===== config.mk =====
export PLATFORM = sky130hd
export DESIGN_NAME = vga_fb_arbiter
export DESIGN_NICKNAME = d
export VERILOG_FILES = /design/src/rtl/vga_fb_arbiter.sv
export SDC_FILE = /design/constraint.sdc
export NUM_CORES = 1
export LEC_CHECK = 0
export CELL_PAD_IN_SITES_DETAIL_PLACEMENT = 1
export CELL_PAD_IN_SITES_GLOBAL_PLACEMENT = 2
export CORE_MARGIN = 2
export CORE_UTILIZATION = 42
export DETAILED_ROUTE_END_ITERATION = 16
export PLACE_DENSITY = 0.92
export SETUP_SLACK_MARGIN = 0.1
export SKIP_CTS_REPAIR_TIMING = 1
export SYNTH_ARGS = -nofsm -noshare
export SYNTH_HDL_FRONTEND = slang
export SYNTH_SLANG_ARGS = --single-unit

===== constraint.sdc =====
create_clock -name clk -period 4.55 [get_ports clk]
set_clock_uncertainty 0.1 [all_clocks]
set_input_delay 0.6825 -clock clk [delete_from_list [all_inputs] [get_ports clk]]
set_output_delay 0.6825 -clock clk [all_outputs]
set_load 0.01 [all_outputs]

===== src/rtl/vga_fb_arbiter.sv =====
// vga_fb_arbiter: shares a single-port framebuffer between VGA display fetch and a blanking-only host write FIFO
module vga_fb_arbiter #(
    parameter int H_ACTIVE   = 640,
    parameter int V_ACTIVE   = 480,
    parameter int ADDR_W     = 19,
    parameter int DATA_W     = 8,
    parameter int FIFO_DEPTH = 4
) (
    input  logic                        clk,
    input  logic                        rst,
    input  logic [9:0]                  pos_x,
    input  logic [9:0]                  pos_y,
    input  logic                        blank_n,
    input  logic                        h_sync_in,
    input  logic                        v_sync_in,
    input  logic                        wr_valid,
    output logic                        wr_ready,
    input  logic [ADDR_W-1:0]           wr_addr,
    input  logic [DATA_W-1:0]           wr_data,
    output logic                        mem_en,
    output logic                        mem_we,
    output logic [ADDR_W-1:0]           mem_addr,
    output logic [DATA_W-1:0]           mem_wdata,
    input  logic [DATA_W-1:0]           mem_rdata,
    output logic [DATA_W-1:0]           pixel,
    output logic                        pixel_valid,
    output logic                        h_sync,
    output logic                        v_sync,
    output logic [$clog2(FIFO_DEPTH):0] fifo_level,
    output logic                        addr_err
);
    localparam int PTR_W = $clog2(FIFO_DEPTH);
    localparam int LVL_W = PTR_W + 1;
    localparam logic [ADDR_W:0] FB_SIZE = (ADDR_W + 1)'(H_ACTIVE * V_ACTIVE);

    typedef enum logic [1:0] {IDLE, DISP, HOSTWR} acc_t;

    logic [ADDR_W-1:0] fifo_addr [FIFO_DEPTH];
    logic [DATA_W-1:0] fifo_data [FIFO_DEPTH];
    logic [PTR_W-1:0]  rd_ptr, wr_ptr;
    logic [ADDR_W-1:0] disp_addr;
    logic [LVL_W-1:0]  level_next;
    logic              push, enq, pop, in_range;
    logic [2:0]        h_pipe, v_pipe;
    acc_t              acc_state, rd_state;

    generate
        if (H_ACTIVE == 640) begin : g_shift
            assign disp_addr = (ADDR_W'(pos_y) << 9) + (ADDR_W'(pos_y) << 7) + ADDR_W'(pos_x);
        end else begin : g_mult
            assign disp_addr = ADDR_W'(pos_y) * ADDR_W'(H_ACTIVE) + ADDR_W'(pos_x);
        end
    endgenerate

    // Out-of-range writes complete the handshake but never reach the queue
    assign in_range   = {1'b0, wr_addr} < FB_SIZE;
    assign push       = wr_valid & wr_ready;
    assign enq        = push & in_range;
    assign pop        = ~blank_n & (fifo_level != '0);
    assign level_next = fifo_level + LVL_W'(enq) - LVL_W'(pop);

    // Host write buffer storage; contents need no reset since the level gates them
    always_ff @(posedge clk) begin
        if (enq) begin
            fifo_addr[wr_ptr] <= wr_addr;
            fifo_data[wr_ptr] <= wr_data;
        end
    end

    // Queue pointers, level, registered ready and sticky range error
    always_ff @(posedge clk or negedge rst) begin
        if (!rst) begin
            wr_ptr     <= '0;
            rd_ptr     <= '0;
            fifo_level <= '0;
            wr_ready   <= 1'b0;
            addr_err   <= 1'b0;
        end else begin
            if (enq) wr_ptr <= wr_ptr + PTR_W'(1);
            if (pop) rd_ptr <= rd_ptr + PTR_W'(1);
            fifo_level <= level_next;
            wr_ready   <= level_next < LVL_W'(FIFO_DEPTH);
            if (push & ~in_range) addr_err <= 1'b1;
        end
    end

    // Arbitration: display owns the RAM while active, queued writes drain while blanked
    always_ff @(posedge clk or negedge rst) begin
        if (!rst) begin
            mem_en    <= 1'b0;
            mem_we    <= 1'b0;
            mem_addr  <= '0;
            mem_wdata <= '0;
            acc_state <= IDLE;
            rd_state  <= IDLE;
        end else begin
            mem_en    <= blank_n | pop;
            mem_we    <= pop;
            acc_state <= blank_n ? DISP : pop ? HOSTWR : IDLE;
            rd_state  <= acc_state;
            if (blank_n) begin
                mem_addr <= disp_addr;
            end else if (pop) begin
                mem_addr  <= fifo_addr[rd_ptr];
                mem_wdata <= fifo_data[rd_ptr];
            end
        end
    end

    // Returned read data tagged by the access type, syncs delayed to match
    always_ff @(posedge clk or negedge rst) begin
        if (!rst) begin
            pixel       <= '0;
            pixel_valid <= 1'b0;
            h_pipe      <= '0;
            v_pipe      <= '0;
        end else begin
            pixel       <= (rd_state == DISP) ? mem_rdata : '0;
            pixel_valid <= rd_state == DISP;
            h_pipe      <= {h_pipe[1:0], h_sync_in};
            v_pipe      <= {v_pipe[1:0], v_sync_in};
        end
    end

    assign h_sync = h_pipe[2];
    assign v_sync = v_pipe[2];
endmodule

* Word-level counts from Yosys, hierarchy flattened
Memories as Yosys holds them, arrays and structs flattened. A register that Yosys moved wholly into a read port is not among the register bits.
Cells that the tools add are included.
** Storage, ports and cells
- Register bits :: 49
- Output and inout bits :: 45
- Bits of input ports :: 61
- Latch bits :: 0
- Memories kept :: 2
- Logic and storage cells :: 43
- Bits in writable memories :: 108
- ROM bits :: 0
** Cells by class
- Eq/ne operators :: 1
- Muxes and demuxes :: 7
- Reduce and logical (&&, ||, !) cells :: 4
- Divide/modulo/power cells :: 0
- Bitwise operators :: 7
- Shifts and indexed selects :: 0
- $mul :: 0
- Add/subtract/negate cells :: 6
- Magnitude comparators :: 2
** Memories
- fifo_addr :: words 4, bits a word 19, rd ports 1, clocked after Yosys merged registers in 0, write ports 1, RTL line 38 : logic [ADDR_W-1:0] fifo_addr [FIFO_DEPTH];
- fifo_data :: words 4, bits a word 8, rd ports 1, clocked after Yosys merged registers in 1, write ports 1, RTL line 39 : logic [DATA_W-1:0] fifo_data [FIFO_DEPTH];
** Operator list (count)
- $mux 19 :: 2
- $add 19x10->19 :: 1
- $add 19x17->19 :: 1
- $lt 19x19->1 const B :: 1
- $mux 8 :: 1
- $add 2x1->2 const B :: 2
- $and 1x1->1 :: 4
- $mux 2 :: 2
- $add 3x1->3 :: 1
- $lt 3x3->1 const B :: 1
- $reduce_bool 3->1 :: 1
- $sub 3x1->3 :: 1
- $eq 2x1->1 const B :: 1
- $mux 1 :: 2
- $not 1->1 :: 2
- $reduce_and 2->1 :: 1
- $reduce_bool 2->1 :: 1
- $logic_not 1->1 :: 1
- $or 1x1->1 :: 1

* Depth between registers and ports, before layout
- Word-level depth :: 5
- Gate-level depth with buffers :: 12
- Depth with buffers taken out :: 12

* Worst setup path before layout
Ideal clock, no wire load.
- Path kind :: input port to flip-flop
- Start :: input port pos_x[9]
- End :: register mem_addr[17]
- Path buffers :: 0
- Path slack :: 1836 ps
- Stages on the path :: 9
- Required time :: 4330 ps
- Setup time :: 120 ps
- Data arrival time :: 2494 ps
- Cells stage by stage :: inv_1 -> fa_1 -> inv_1 -> ha_1 -> a21o_1 -> nand4_1 -> a21oi_1 -> or3_1 -> a31o_1
** On the way
- Cells in the longest elaborated chain, start to end :: 2
** RTL lines
- start, declared :: RTL line 11 : input logic [9:0] pos_x,
- $add 19x10->19 :: RTL line 49 : assign disp_addr = (ADDR_W'(pos_y) << 9) + (ADDR_W'(pos_y) << 7) + ADDR_W'(pos_x);
- $mux 19 :: RTL line 101 : if (blank_n) begin
- end signal, assigned :: RTL line 102 : mem_addr <= disp_addr;
- end signal, assigned :: RTL line 104 : mem_addr <= fifo_addr[rd_ptr];
- end, declared :: RTL line 22 : output logic [ADDR_W-1:0] mem_addr,
No other way between the ends.
A chain may end at the register's enable or synchronous reset.

* Final worst setup path
- Start :: input port wr_addr[12]
- End :: register wr_ready
** On the way
- Cells in the longest elaborated chain, start to end :: 5
** RTL lines
- start, declared :: RTL line 18 : input logic [ADDR_W-1:0] wr_addr,
- $lt 19x19->1 :: RTL line 56 : assign in_range = {1'b0, wr_addr} < FB_SIZE;
- $and 1x1->1 :: RTL line 58 : assign enq = push & in_range;
- $add 3x1->3 :: RTL line 60 : assign level_next = fifo_level + LVL_W'(enq) - LVL_W'(pop);
- $sub 3x1->3 :: RTL line 60
- named net level_next[2] :: RTL line 42 : logic [LVL_W-1:0] level_next;
- $lt 3x3->1 :: RTL line 82 : wr_ready <= level_next < LVL_W'(FIFO_DEPTH);
- end signal, assigned :: RTL line 82
- end, declared :: RTL line 17 : output logic wr_ready,
The timed path passes the listed nets, and every way through them passes these cells.

==> impl_results.md <==
- Status: finished clean
- Top-count cell post-synth: edfxtp_1
- Tightest Pin Transition: 975.1 ps
- Worst reg2reg path depth: 11
- EDFF count, synth: 108
- Largest net degree at the start of global routing: 42
- Final nets: 590
- HPWL after detailed placement: 9927 µm
- Iter 0 DRT Violations: 145
- Ranking of synthesized cells by area: edfxtp_1, dfrtp_1, mux4_2
- WHS: 249.5 ps
- Final period utilization: 0.6813
- Residual DRC count: 0
- Synth top area share: 0.4859
- Initial antenna violation count: 0
- Power per Cell Area: 560.7 mW/mm²
- Root Driver: clkbuf_16
- Die area: 0.01691 mm²
- WP data required: 4760 ps
- CP Capture Type: register
- Antenna-violating nets left: 0
- Setup TNS: 0 ps
- Relative slew slack: 0.3499
- Crit start category: input pin
- Final Hold Viols: 0
- Core Area: 0.01571 mm²
- # H-tree levels: 4
- Vias per cell: 5.051
- CTS tree: done
- Syn Area/Cell: 17.47 µm²
- Cell Area, Synth: 0.006674 mm²
- First-pass GRT wire length: 23020 µm
- ANT cells: 0
- Later-pin clock latency in the skew report: 420 ps
- Flops & latches, synth: 164
- Die W: 130.1 µm
- DR pass1 iterations: 4
- Port Buffer Count: 105
- Clock sink count: 164
- Final Util: 0.5467
- Placer Congestion: 0.7757
- Max Clock Freq: 0.3226 GHz
- Synth warn: 0
- Num rows: 46
- Vias: 3687
- Vias in the first global route: 4194
- Fillcell total: 1474
- Ys flop type: edfxtp_1
- Ports: 106
- Unrepaired setup endpoints after global routing: false
- Max-cap violations: 0
- Synth area leader: edfxtp_1
- Synth async-reset ratio: 0.3415
- Mapped Nets: 471
- Hold Path Class: in -> async
- Clock transition at path regs: 60 ps
- Remaining global-route overflow: 0
- Share of post-route cells with drive strength above 1: 0.1595
- Commonest cells in the netlist: edfxtp_1, dfrtp_1, mux4_2, ha_1, nand2_1
- Total GRT Usage: 0.1879
- P&R area growth vs syn: 28.72%
- Cells after Synth: 382
- Sequential-to-total area share from yosys stat: 0.6959
- Final wirelength: 14570 µm
- Setup Viol. Count Final: 0
- Worst Path Class, Setup: in -> reg
- CP max FO: 7
- Die H: 130.1 µm
- Min Tclk post-route: 3100 ps
- Worst EP arrival: 3310 ps
- CTS Buffer Depth: 2
- Total CTS buffers: 17
- Distinct cells, synth: 38
- Leak pwr: 3.182 nW
- VDD IR max: 0.0003412 V
- Routed WL per cell: 19.96 µm
- Slew Limit Fails: 0
- Initial Util: 0.4247
[layer usage]
| metal | up-vias | track usage | routed length [µm] |
|---|---|---|---|
| met5 | - | 0 | 0 |
| li1 | 1697 | - | - |
| met2 | 91 | 0.3280 | 7718 |
| met1 | 1879 | 0.2237 | 6017 |
| met4 | 0 | 0.07527 | 267 |
| met3 | 20 | 0.04756 | 564 |
[cells by family (layout without fill, tap and decap cells)]
| family | Yosys count | after routing | share of synthesized area |
|---|---|---|---|
| XOR/XNOR | 11 | 11 | 0.01444 |
| AND/OR/NAND/NOR | 58 | 58 | 0.04499 |
| AO/OA/AOI/OAI | 44 | 44 | 0.03993 |
| flip-flops | 164 | 164 | 0.6959 |
| buffers and inverters | 26 | 158 | 0.02006 |
| adder cells (fa/ha/maj) | 28 | 28 | 0.05587 |
| multiplexers | 51 | 51 | 0.1288 |
[worst paths after layout]
kind | start | endpoint | slack [ps]
worst max register to register | fifo_level[1] | wr_ready | 1860
worst min-delay path | rst | mem_addr[3] | 250
worst max-delay path | wr_addr[12] | wr_ready | 1450
worst min register to register | h_pipe[0] | h_pipe[1] | 250
max in group asynchronous | rst | rd_ptr[0] | 3200
min in group clk | h_pipe[0] | h_pipe[1] | 250
[area by class of cell]
cell class / count / area, µm² / area share
Inverter: 12 / 45.04 / 0.005243
Clock buffer: 18 / 439.2 / 0.05112
Multi-Input combinational cell: 192 / 1902 / 0.2214
Tap cell: 216 / 270.3 / 0.03146
Clock inverter: 14 / 175.2 / 0.02039
Timing Repair Buffer: 114 / 1114 / 0.1296
Sequential cell: 164 / 4646 / 0.5408
[stage by stage]
| step | cell area (µm²) | total power, W | worst slack (ps) | cells |
|---|---|---|---|---|
| floorplan | 6674 | 0.002829 | 1836 | 382 |
| global placement | 7976 | 0.003336 | 1184 | 698 |
| detailed placement | 7976 | 0.003388 | 998.3 | 698 |
| CTS | 8591 | 0.004891 | 1438 | 730 |
| global route | 8591 | 0.005073 | 1161 | 730 |
| finish | 8591 | 0.004817 | 1450 | 730 |
[flip-flops by register name (all words and copies together), names as in the netlist]
register and flops:
fifo_data 32, pixel 8, v_pipe 3, fifo_level 3, mem_wdata 8, rd_ptr 2
acc_state 2, addr_err 1, h_pipe 3, pixel_valid 1, fifo_addr 76, wr_ptr 2
wr_ready 1, rd_state 2, mem_en 1, mem_addr 19
[worst max-delay path, stage by stage]
cell,delay (ps)
clkdlybuf4s50_1,490
a21oi_1,220
nor2b_1,80
o31ai_1,280
and2b_1,310
inv_1,70
ha_1,290
inv_1,70
ha_1,140
inv_1,50
fa_1,370
xnor2_1,210
inv_1,60
[placed cells by master, fill, tap and decap left out, types with 2 or more instances in the layout]
cell,count
nand2_1,23
edfxtp_1,108
nor2_1,4
or3_1,2
o21ai_0,11
xnor2_1,9
ha_1,25
fa_1,3
clkbuf_16,17
a21oi_1,12
dfrtp_1,55
buf_4,9
a211oi_1,5
clkinv_4,2
mux2_2,9
nor2b_1,6
xor2_1,2
o31ai_1,2
and2_1,13
bufinv_16,3
clkinvlp_4,2
mux2i_1,15
inv_1,12
o21ai_1,4
clkinv_2,3
clkdlybuf4s50_1,104
inv_6,3
mux4_2,27
a21o_1,5
nand3_1,2
nand4_1,3
[power by group]
group | internal [W] | switching [W]
clock | 0.000885 | 0.000593
sequential | 0.00184 | 0.000232
combinational | 0.000733 | 0.000532
(Power assumes the default switching activity.)
